$ cat src/rtl/serial_sample_loader_pkg.sv
// ---------------------------------------------------------------------------
// loader_pkg
// Shared definitions for the serial sample loader:
//   - loader_state_e : frame-loading FSM states
//   - ERR_*          : codes reported on oError
//   - F_*            : field order inside one sample (input, expected, valid)
// ---------------------------------------------------------------------------
package loader_pkg;

  typedef enum logic [2:0] {
    IDLE   = 3'd0,
    HEADER = 3'd1,
    LOAD   = 3'd2,
    CHECK  = 3'd3,
    DONE   = 3'd4,
    ERROR  = 3'd5
  } loader_state_e;

  localparam logic [1:0] ERR_NONE    = 2'd0;
  localparam logic [1:0] ERR_COUNT   = 2'd1;
  localparam logic [1:0] ERR_CHK     = 2'd2;
  localparam logic [1:0] ERR_TIMEOUT = 2'd3;

  localparam logic [1:0] F_IN  = 2'd0;
  localparam logic [1:0] F_EXP = 2'd1;
  localparam logic [1:0] F_VAL = 2'd2;

endpackage

$ cat src/rtl/serial_sample_loader_timeout.sv
// ---------------------------------------------------------------------------
// byte_timeout_counter
// Counts idle cycles while the loader is waiting for bytes.
//   clk_i     : system clock
//   rst_i     : synchronous active-high reset
//   clear_i   : restart the count (byte accepted, or loader not busy)
//   enable_i  : loader is in a byte-accepting state
//   expired_o : TIMEOUT_CYCLES idle cycles have elapsed (this cycle is the
//               last one); never asserted when TIMEOUT_CYCLES is 0
// ---------------------------------------------------------------------------
module byte_timeout_counter #(
  parameter int TIMEOUT_CYCLES = 50000
) (
  input  logic clk_i,
  input  logic rst_i,
  input  logic clear_i,
  input  logic enable_i,
  output logic expired_o
);

  localparam int CW    = (TIMEOUT_CYCLES > 1) ? $clog2(TIMEOUT_CYCLES) : 1;
  localparam int LIMIT = (TIMEOUT_CYCLES > 0) ? (TIMEOUT_CYCLES - 1) : 0;
  localparam logic [CW-1:0] LIMIT_C = CW'(LIMIT);
  localparam bit ENABLED = (TIMEOUT_CYCLES != 0);

  logic [CW-1:0] cnt_q;
  logic [CW-1:0] cnt_d;

  // Next count: clear wins, otherwise count up and saturate at the limit.
  always_comb begin
    cnt_d = cnt_q;
    if (clear_i) begin
      cnt_d = '0;
    end else if (enable_i && (cnt_q != LIMIT_C)) begin
      cnt_d = cnt_q + {{(CW-1){1'b0}}, 1'b1};
    end else begin
      cnt_d = cnt_q;
    end
  end

  // Count register.
  always_ff @(posedge clk_i) begin
    if (rst_i) begin
      cnt_q <= '0;
    end else begin
      cnt_q <= cnt_d;
    end
  end

  // cnt_q holds the number of idle cycles already completed, so reaching
  // LIMIT means the current cycle is idle cycle number TIMEOUT_CYCLES.
  assign expired_o = ENABLED && enable_i && (cnt_q == LIMIT_C);

endmodule

$ cat src/rtl/serial_sample_loader.sv
// ---------------------------------------------------------------------------
// serial_sample_loader
// Assembles NUM_SAMPLES-deep tables of input / expected / valid-mask vectors
// from a framed serial byte stream: COUNT, N samples, CHK (XOR of all
// preceding bytes). Tables are published after a clean frame (oDone) or the
// failure reason is reported on oError.
// Ports:
//   iClock, iReset      : clock, synchronous active-high reset
//   iStart              : begin a new frame (IDLE only)
//   iByte, iByteValid   : byte stream input
//   oByteReady          : byte accepted when iByteValid & oByteReady
//   iAck                : acknowledge DONE / ERROR, return to IDLE
//   oBusy               : HEADER, LOAD or CHECK
//   oDone, oError       : result (0 none, 1 count, 2 checksum, 3 timeout)
//   oSampleCount        : COUNT byte of the current / last frame
//   oInputs, oExpected, oValidMask : tables, entry k at [k*DATA_W +: DATA_W]
// ---------------------------------------------------------------------------
module serial_sample_loader
  import loader_pkg::*;
#(
  parameter int NUM_SAMPLES    = 32,
  parameter int DATA_W         = 8,
  parameter int TIMEOUT_CYCLES = 50000
) (
  input  logic                          iClock,
  input  logic                          iReset,
  input  logic                          iStart,
  input  logic [7:0]                    iByte,
  input  logic                          iByteValid,
  output logic                          oByteReady,
  input  logic                          iAck,
  output logic                          oBusy,
  output logic                          oDone,
  output logic [1:0]                    oError,
  output logic [7:0]                    oSampleCount,
  output logic [NUM_SAMPLES*DATA_W-1:0] oInputs,
  output logic [NUM_SAMPLES*DATA_W-1:0] oExpected,
  output logic [NUM_SAMPLES*DATA_W-1:0] oValidMask
);

  localparam int TBL_W = NUM_SAMPLES * DATA_W;
  localparam int BPF   = DATA_W / 8;
  localparam int BIW   = (BPF > 1) ? $clog2(BPF) : 1;
  localparam logic [BIW-1:0] LAST_BYTE_C = BIW'(BPF - 1);
  localparam logic [8:0]     MAX_COUNT_C = 9'(NUM_SAMPLES);

  loader_state_e    state_q,    state_d;
  logic [TBL_W-1:0] inputs_q,   inputs_d;
  logic [TBL_W-1:0] expected_q, expected_d;
  logic [TBL_W-1:0] valid_q,    valid_d;
  logic [7:0]       count_q,    count_d;
  logic [1:0]       error_q,    error_d;
  logic             done_q,     done_d;
  logic [7:0]       chk_q,      chk_d;
  logic [BIW-1:0]   byte_idx_q, byte_idx_d;
  logic [1:0]       field_q,    field_d;
  logic [7:0]       sample_q,   sample_d;

  logic byte_ready_s;
  logic busy_s;
  logic accept_s;
  logic expired_s;
  logic last_byte_s;
  int   lane_pos_s;

  assign busy_s       = (state_q == HEADER) || (state_q == LOAD) || (state_q == CHECK);
  assign byte_ready_s = busy_s;
  assign accept_s     = iByteValid && byte_ready_s;

  // The idle counter restarts on every accepted byte and whenever the loader
  // is outside the busy states, so entry from IDLE always starts from zero.
  byte_timeout_counter #(
    .TIMEOUT_CYCLES (TIMEOUT_CYCLES)
  ) u_timeout (
    .clk_i     (iClock),
    .rst_i     (iReset),
    .clear_i   (accept_s || !busy_s),
    .enable_i  (busy_s),
    .expired_o (expired_s)
  );

  // Bit position of the byte lane currently being loaded.
  always_comb begin
    lane_pos_s = int'(sample_q) * DATA_W + int'(byte_idx_q) * 8;
  end

  // Current byte is the last byte of the valid field of sample N-1.
  always_comb begin
    last_byte_s = 1'b0;
    if ((byte_idx_q == LAST_BYTE_C) && (field_q == F_VAL) &&
        (sample_q == (count_q - 8'd1))) begin
      last_byte_s = 1'b1;
    end else begin
      last_byte_s = 1'b0;
    end
  end

  // Frame FSM and table / counter next-state logic.
  always_comb begin
    state_d    = state_q;
    inputs_d   = inputs_q;
    expected_d = expected_q;
    valid_d    = valid_q;
    count_d    = count_q;
    error_d    = error_q;
    done_d     = done_q;
    chk_d      = chk_q;
    byte_idx_d = byte_idx_q;
    field_d    = field_q;
    sample_d   = sample_q;

    case (state_q)
      IDLE: begin
        if (iStart) begin
          inputs_d   = '0;
          expected_d = '0;
          valid_d    = '0;
          count_d    = 8'd0;
          error_d    = ERR_NONE;
          done_d     = 1'b0;
          chk_d      = 8'd0;
          byte_idx_d = '0;
          field_d    = F_IN;
          sample_d   = 8'd0;
          state_d    = HEADER;
        end else begin
          state_d = IDLE;
        end
      end

      HEADER: begin
        if (accept_s) begin
          chk_d   = chk_q ^ iByte;
          count_d = iByte;
          if ((iByte == 8'd0) || ({1'b0, iByte} > MAX_COUNT_C)) begin
            error_d = ERR_COUNT;
            state_d = ERROR;
          end else begin
            state_d = LOAD;
          end
        end else if (expired_s) begin
          error_d = ERR_TIMEOUT;
          state_d = ERROR;
        end else begin
          state_d = HEADER;
        end
      end

      LOAD: begin
        if (accept_s) begin
          chk_d = chk_q ^ iByte;
          case (field_q)
            F_IN:    inputs_d[lane_pos_s +: 8]   = iByte;
            F_EXP:   expected_d[lane_pos_s +: 8] = iByte;
            F_VAL:   valid_d[lane_pos_s +: 8]    = iByte;
            default: inputs_d                    = inputs_q;
          endcase
          // Advance byte lane first, then field, then sample.
          if (byte_idx_q == LAST_BYTE_C) begin
            byte_idx_d = '0;
            if (field_q == F_VAL) begin
              field_d  = F_IN;
              sample_d = sample_q + 8'd1;
            end else begin
              field_d = field_q + 2'd1;
            end
          end else begin
            byte_idx_d = byte_idx_q + {{(BIW-1){1'b0}}, 1'b1};
          end
          if (last_byte_s) begin
            state_d = CHECK;
          end else begin
            state_d = LOAD;
          end
        end else if (expired_s) begin
          error_d = ERR_TIMEOUT;
          state_d = ERROR;
        end else begin
          state_d = LOAD;
        end
      end

      CHECK: begin
        if (accept_s) begin
          if (iByte == chk_q) begin
            done_d  = 1'b1;
            state_d = DONE;
          end else begin
            error_d = ERR_CHK;
            state_d = ERROR;
          end
        end else if (expired_s) begin
          error_d = ERR_TIMEOUT;
          state_d = ERROR;
        end else begin
          state_d = CHECK;
        end
      end

      DONE, ERROR: begin
        // Tables and count stay visible after acknowledge.
        if (iAck) begin
          done_d  = 1'b0;
          error_d = ERR_NONE;
          state_d = IDLE;
        end else begin
          state_d = state_q;
        end
      end

      default: begin
        state_d = IDLE;
      end
    endcase
  end

  // State, tables and status registers.
  always_ff @(posedge iClock) begin
    if (iReset) begin
      state_q    <= IDLE;
      inputs_q   <= '0;
      expected_q <= '0;
      valid_q    <= '0;
      count_q    <= 8'd0;
      error_q    <= ERR_NONE;
      done_q     <= 1'b0;
      chk_q      <= 8'd0;
      byte_idx_q <= '0;
      field_q    <= F_IN;
      sample_q   <= 8'd0;
    end else begin
      state_q    <= state_d;
      inputs_q   <= inputs_d;
      expected_q <= expected_d;
      valid_q    <= valid_d;
      count_q    <= count_d;
      error_q    <= error_d;
      done_q     <= done_d;
      chk_q      <= chk_d;
      byte_idx_q <= byte_idx_d;
      field_q    <= field_d;
      sample_q   <= sample_d;
    end
  end

  assign oByteReady   = byte_ready_s;
  assign oBusy        = busy_s;
  assign oDone        = done_q;
  assign oError       = error_q;
  assign oSampleCount = count_q;
  assign oInputs      = inputs_q;
  assign oExpected    = expected_q;
  assign oValidMask   = valid_q;

endmodule

$ cat config.mk
export PLATFORM = sky130hd
export DESIGN_NAME = serial_sample_loader
export DESIGN_NICKNAME = d
export VERILOG_FILES = /design/src/rtl/serial_sample_loader_pkg.sv /design/src/rtl/serial_sample_loader_timeout.sv /design/src/rtl/serial_sample_loader.sv
export SDC_FILE = /design/constraint.sdc
export NUM_CORES = 2
export LEC_CHECK = 0
export CORE_AREA = 2 2 311 313
export DETAILED_ROUTE_END_ITERATION = 10
export DIE_AREA = 0 0 313 315
export HOLD_SLACK_MARGIN = 0.05
export PLACE_DENSITY = 0.65
export SLEW_MARGIN = 15
export SYNTH_ARGS = -nofsm -noshare
export SYNTH_HDL_FRONTEND = slang
export SYNTH_HIERARCHICAL = 1
export SYNTH_SLANG_ARGS = --single-unit
$ cat constraint.sdc
create_clock -name iClock -period 4.6 [get_ports iClock]
set_input_delay 1.15 -clock iClock [delete_from_list [all_inputs] [get_ports iClock]]
set_output_delay 1.15 -clock iClock [all_outputs]
set_load 0.01 [all_outputs]
# --- After elaboration in Yosys (flattened, before gate mapping) ---
# Index checks and enable logic that the tools add are counted.
totals:
  n_memories: 0
  latch_bits: 0
  input_bits: 13
  out_inout_bits: 781
  elab_cells: 136
  ram_bits: 0
  regBits: 817
  rom_bits: 0
op_classes:
  eq_ne: 25
  n_reduce_logical: 31
  mux: 56
  multipliers: 0
  div_mod_pow: 0
  shift: 2
  magnitude_cmp: 1
  bitwise_logic: 2
  addsub: 7
ops:
  columns: ["cell", "n"]
  rows:
  - ["$mux W256", 7]
  - ["$pmux W256 S2", 3]
  - ["$bwmux W256", 3]
  - ["$shift A8 B33 Y256 const A", 1]
  - ["$shiftx A8 B33 Y256", 1]
  - ["$mux W8", 6]
  - ["$pmux W8 S2", 3]
  - ["$neg A12 Y33", 1]
  - ["$mux W3", 8]
  - ["$mux W2", 11]
  - ["$add A16 B1 Y16 const B", 1]
  - ["$eq A16 B16 Y1 const B", 1]
  - ["$eq A8 B8 Y1", 2]
  - ["$ne A16 B16 Y1 const B", 1]
  - ["$reduce_and A4 Y1", 4]
  - ["$pmux W3 S5", 1]
  - ["$ne A2 B2 Y1 const B", 7]
  - ["$add A11 B4 Y12", 1]
  - ["$mux W1", 10]
  - ["$ne A2 B1 Y1 const B", 5]
  - ["$pmux W2 S5", 1]
  - ["$reduce_and A5 Y1", 2]
  - ["$reduce_and A3 Y1", 3]
  - ["$add A8 B1 Y8 const B", 1]
  - ["27 further kinds", 40]

# --- Logic depth before layout (Yosys ltp) ---
logic_depth:
  depth_word: 7
  ltp_mapped: 18
  depth_no_buf: 14

# --- Cells and area by module ---
# Netlist, hierarchy kept.
modules_own_cells:
  columns: ["mod", "area_per_inst_um2", "seq_area_each_um2", "instances", "cells_per_inst"]
  rows:
  - ["serial_sample_loader", 27431.3, 16015.4, 1, 2459]
  - ["byte_timeout_counter", 863.3, 320.3, 1, 99]

# --- Worst setup path before layout ---
# OpenSTA, ideal clock, no wires.
synth_path:
  path_kind: "reg-to-reg"
  start: "register sample_q[0]"
  end: "register expected_q[160], in the netlist oExpected[160]"
  path_buffers: 2
  stages_incl_launch_ff: 17
  required_ps: 4483
  synth_period_minus_slack_ps: 4051
  t_arrival_ps: 3934
  setup_time_ps: 117
  slack_ps: 549
  cell_sequence: "dfxtp_1 > clkbuf_1 > inv_1 > ha_1 > o311ai_0 > nand2_1 > a31oi_1 > nor2_1 > ha_1 > inv_1 > nor2_1 > o311ai_0 > a2111o_1 > nor4_4 > buf_2 > a31oi_1 > a22o_1"
synth_via:
  elab_chain_cells: 7
  word_cells_on_any_way: 8
  classes_between: "2 x add/sub; 2 x shift; 4 x mux"
synth_rtl:
  columns: ["element", "line", "rtl"]
  rows:
  - ["from (decl)", "serial_sample_loader.sv:57", "logic [7:0] sample_q, sample_d;"]
  - ["from (signal assigned)", "serial_sample_loader.sv:242", "sample_q <= sample_d;"]
  - ["$add A11 B4 Y12 (*)", "serial_sample_loader.sv:84", "lane_pos_s = int'(sample_q) * DATA_W + int'(byte_idx_q) * 8;"]
  - ["$neg A12 Y33 (*)", "serial_sample_loader.sv:154", "F_EXP: expected_d[lane_pos_s +: 8] = iByte;"]
  - ["$shiftx A8 B33 Y256 or $shift A8 B33 Y256 (tied branches)", "serial_sample_loader.sv:154", null]
  - ["$bwmux W256 (*)", "serial_sample_loader.sv:154", null]
  - ["$mux W256 (*)", "serial_sample_loader.sv:152", "case (field_q)"]
  - ["$mux W256 (*)", "serial_sample_loader.sv:150", "if (accept_s) begin"]
  - ["$pmux W256 S2 (*)", "serial_sample_loader.sv:112", "case (state_q)"]
  - ["to (signal assigned)", "serial_sample_loader.sv:234", "expected_q <= expected_d;"]
  - ["to (decl)", "serial_sample_loader.sv:49", "logic [TBL_W-1:0] expected_q, expected_d;"]
# Mark *: on every way between the ends. The rest lies on a longest branch, timed or not. The select of a mux whose other input is x is not followed.
# A chain may end at the register's enable or synchronous reset.

# --- Final worst setup path ---
layout_path:
  start: "register sample_q[4]"
  end: "register expected_q[15], in the netlist oExpected[15]"
# Same word-level chain as after synthesis.

==> impl_metrics.json <==
{
  "status": "finished clean",
  "ant_nets": 0,
  "clkSinkCount": 816,
  "core_area_um2": 95700,
  "synthMostInstantiatedCell": "dfxtp_1",
  "overflow": 0,
  "stdcell_area_um2": 41400,
  "irDropWorstVdd_v": 0.000293,
  "drt_first_pass_iters": 6,
  "min_path_type": "flip-flop to flip-flop",
  "cts_buffer_depth": 3,
  "drc": 0,
  "place_congestion": 0.879,
  "grt_pass1_wl_um": 178000,
  "dpl-instance-area_um2": 38500,
  "numPortBuffers": 793,
  "endpoint": "oExpected[15]$_SDFFE_PP0P_",
  "synth.largest_area_cell": "dfxtp_1",
  "startpoint_type": "flip-flop",
  "reg2reg_depth": 15,
  "crit_required_ns": 5.14,
  "cts_hold_buf": 0,
  "finalHoldViolCount": 0,
  "yosys_warnings": 6,
  "die_w_um": 313,
  "syn2layout_area_growth_pct": 46.5,
  "grt_max_degree": 93,
  "r2r_start": "sample_q[4]$_SDFFE_PP0P_",
  "place_inst": 4544,
  "die_area_um2": 98600,
  "ys_ff_latch": 816,
  "ys_seq_area_share_pct": 57.7,
  "core.rowCount": 114,
  "hpwl_um": 91600,
  "drv_slew": 0,
  "finalSetupViolCount": 0,
  "vias_per_cell": 5.46,
  "cts_tree": "built",
  "place_ws_ns": 0.271,
  "critPathKind": "flip-flop to flip-flop",
  "timing.hold.ws_ns": 0.451,
  "finalNetCount": 3389,
  "syn-instance-count": 2558,
  "die_y_um": 315,
  "cp_data_arrival_time_ns": 4.87,
  "ios": 794,
  "first_iter_violations": 2307,
  "wl_per_cell_um": 27.3,
  "tightestPinTransition_ns": 1.08,
  "path_max_fanout": 15,
  "cts_made_buffers": 87,
  "synth_area_leaders": "dfxtp_1, a22o_1, a32o_1, clkbuf_1, a31oi_1",
  "finClkSkew_ns": 0.0301,
  "fillers": 9044,
  "rsz0062_at_grt": "true",
  "synth_fp_nets": 2590,
  "clock_latency_ns": 0.67,
  "r2r_slack_ns": 0.27,
  "avgSynthCellArea_um2": 11.1,
  "stdcell_count": 4700,
  "tns_ns": 0,
  "crit_start": "sample_q[4]$_SDFFE_PP0P_",
  "clk_pin_slew_ns": 0.06,
  "h-tree-depth": 3,
  "p_leak_uw": 0.0153,
  "yosysTopAreaCellShare_pct": 57.7,
  "regToRegEndpoint": "oExpected[15]$_SDFFE_PP0P_",
  "cts-root-buf": "clkbuf_16",
  "grt_pass1_vias": 23966,
  "cp-end-kind": "flip-flop",
  "antenna_found_initial": 2,
  "relSlewSlack_pct": 27.7,
  "netlist_area_um2": 28300,
  "async_flop_share_pct": 0,
  "routed_wl_um": 128000,
  "synth_edf_count": 0,
  "period_needed_ns": 4.33,
  "grtUsageTotal_pct": 24.6,
  "fmax_mhz": 231,
  "maxCapViolCount": 0,
  "post-route-period-util_pct": 94.1,
  "fin_ws_ns": 0.271,
  "synthFlopType": "dfxtp_1",
  "synthTopCellsByCount": "dfxtp_1, a22o_1, clkbuf_1",
  "power.density_nw_per_um2": 358,
  "synth_cell_types": 72,
  "drive_gt1_share_pct": 11.0,
  "start_util_pct": 29.6,
  "dr_total_vias": 25643
}
worst min-delay path by stage:
stage / cells after the start / start / slack (ns) / endpoint
floorplan: 2 / field_q[1]$_SDFFE_PP0P_ / 0.46 / field_q[1]$_SDFFE_PP0P_
global placement: 2 / oInputs[64]$_SDFFE_PP0P_ / 0.44 / oInputs[64]$_SDFFE_PP0P_
detailed placement: 2 / oInputs[64]$_SDFFE_PP0P_ / 0.44 / oInputs[64]$_SDFFE_PP0P_
CTS: 2 / oInputs[64]$_SDFFE_PP0P_ / 0.45 / oInputs[64]$_SDFFE_PP0P_
global route: 2 / oInputs[64]$_SDFFE_PP0P_ / 0.47 / oInputs[64]$_SDFFE_PP0P_
finish: 2 / oInputs[64]$_SDFFE_PP0P_ / 0.45 / oInputs[64]$_SDFFE_PP0P_
critical path: stages (launching register included):
cell	delay (ns)
dfxtp_1	0.41
inv_1	0.10
ha_1	0.32
a21o_1	0.23
or3_1	0.38
a31oi_1	0.16
nor2_1	0.06
ha_1	0.27
inv_1	0.05
nor2_1	0.09
o311ai_0	0.19
a2111o_1	0.61
nor4_4	0.34
buf_4	0.31
a31oi_1	0.40
a22o_1	0.31
metal layers:
layer  global-route usage, %  share of wire [%]  wire length, µm  vias to the layer above
met5                       0                  0                0                        -
met4                    9.44                3.9             4970                        0
met3                    6.20                8.0            10300                      255
met2                    39.8                 46            59600                     1230
met1                    31.5                 42            53300                    12799
li1                        -                  -                -                    11359
what timing repair did:
action,4_1_cts,5_1_grt
endpoints found under the setup margin,0,23
gates resized for setup,0,7
buffers inserted,0,0
cells by family after synthesis:
kind of cell               Yosys count  share of synthesized area, %
xor gates and xnor gates            39                          1.21
and+or+nand+nor                    471                          8.52
AOI/OAI and AO/OA                  910                          26.2
DFF                                816                          57.7
muxes                               51                          1.80
buffers and inverters              252                          3.66
adders and majority gates           19                         0.840
cells in the final DEF, fill, tap and decap left out, types with 21 or more instances in the layout:
| cell | Yosys | final |
|---|---|---|
| inv_1 | 21 | 21 |
| o21ai_0 | 88 | 88 |
| clkbuf_16 | 0 | 89 |
| xnor2_1 | 33 | 33 |
| a21oi_1 | 40 | 38 |
| nand2_1 | 133 | 132 |
| clkdlybuf4s50_1 | 0 | 793 |
| a31oi_1 | 86 | 79 |
| nand4_1 | 21 | 21 |
| dfxtp_1 | 816 | 816 |
| clkbuf_1 | 168 | 21 |
| a32o_1 | 112 | 112 |
| nor2_1 | 71 | 60 |
| nand3_1 | 100 | 100 |
| buf_4 | 1 | 122 |
| mux2i_1 | 51 | 51 |
| buf_12 | 0 | 23 |
| a22o_1 | 533 | 533 |
final cells by class:
cell class              count  area (µm²)  area share (%)
clock buffers             123        2480            6.00
flip-flops and latches    816       16300            39.4
diodes                      1        2.50         0.00604
repair buffers            940        9340            22.5
multi-input cells        1490       11200            27.1
clock inverters            32         382           0.921
well taps                1276        1600            3.85
inverters                  22        82.6           0.199
per-stage QoR:
stage               utilization, %  total power (µW)
floorplan                        -              7590
detailed placement            40.3              7870
global route                  43.3             15200
global placement              40.2              7860
finish                        43.3             14800
CTS                           43.3             14900
power by group:
part / total, µW / leakage [µW] / internal, µW / switching (µW)
registers: 7090 / 0.00657 / 7070 / 16.5
logic: 627 / 0.00727 / 161 / 466
clock network: 7110 / 0.00141 / 4160 / 2940
flip-flops by register name (all words and copies together), names as in the netlist:
register / flops
oExpected: 256
oInputs: 256
oValidMask: 256
u_timeout/cnt_q: 16
chk_q: 8
oSampleCount: 8
sample_q: 8
state_q: 3
field_q: 2
oError: 2
oDone: 1
Note: power is estimated with default switching activity, not from simulation.
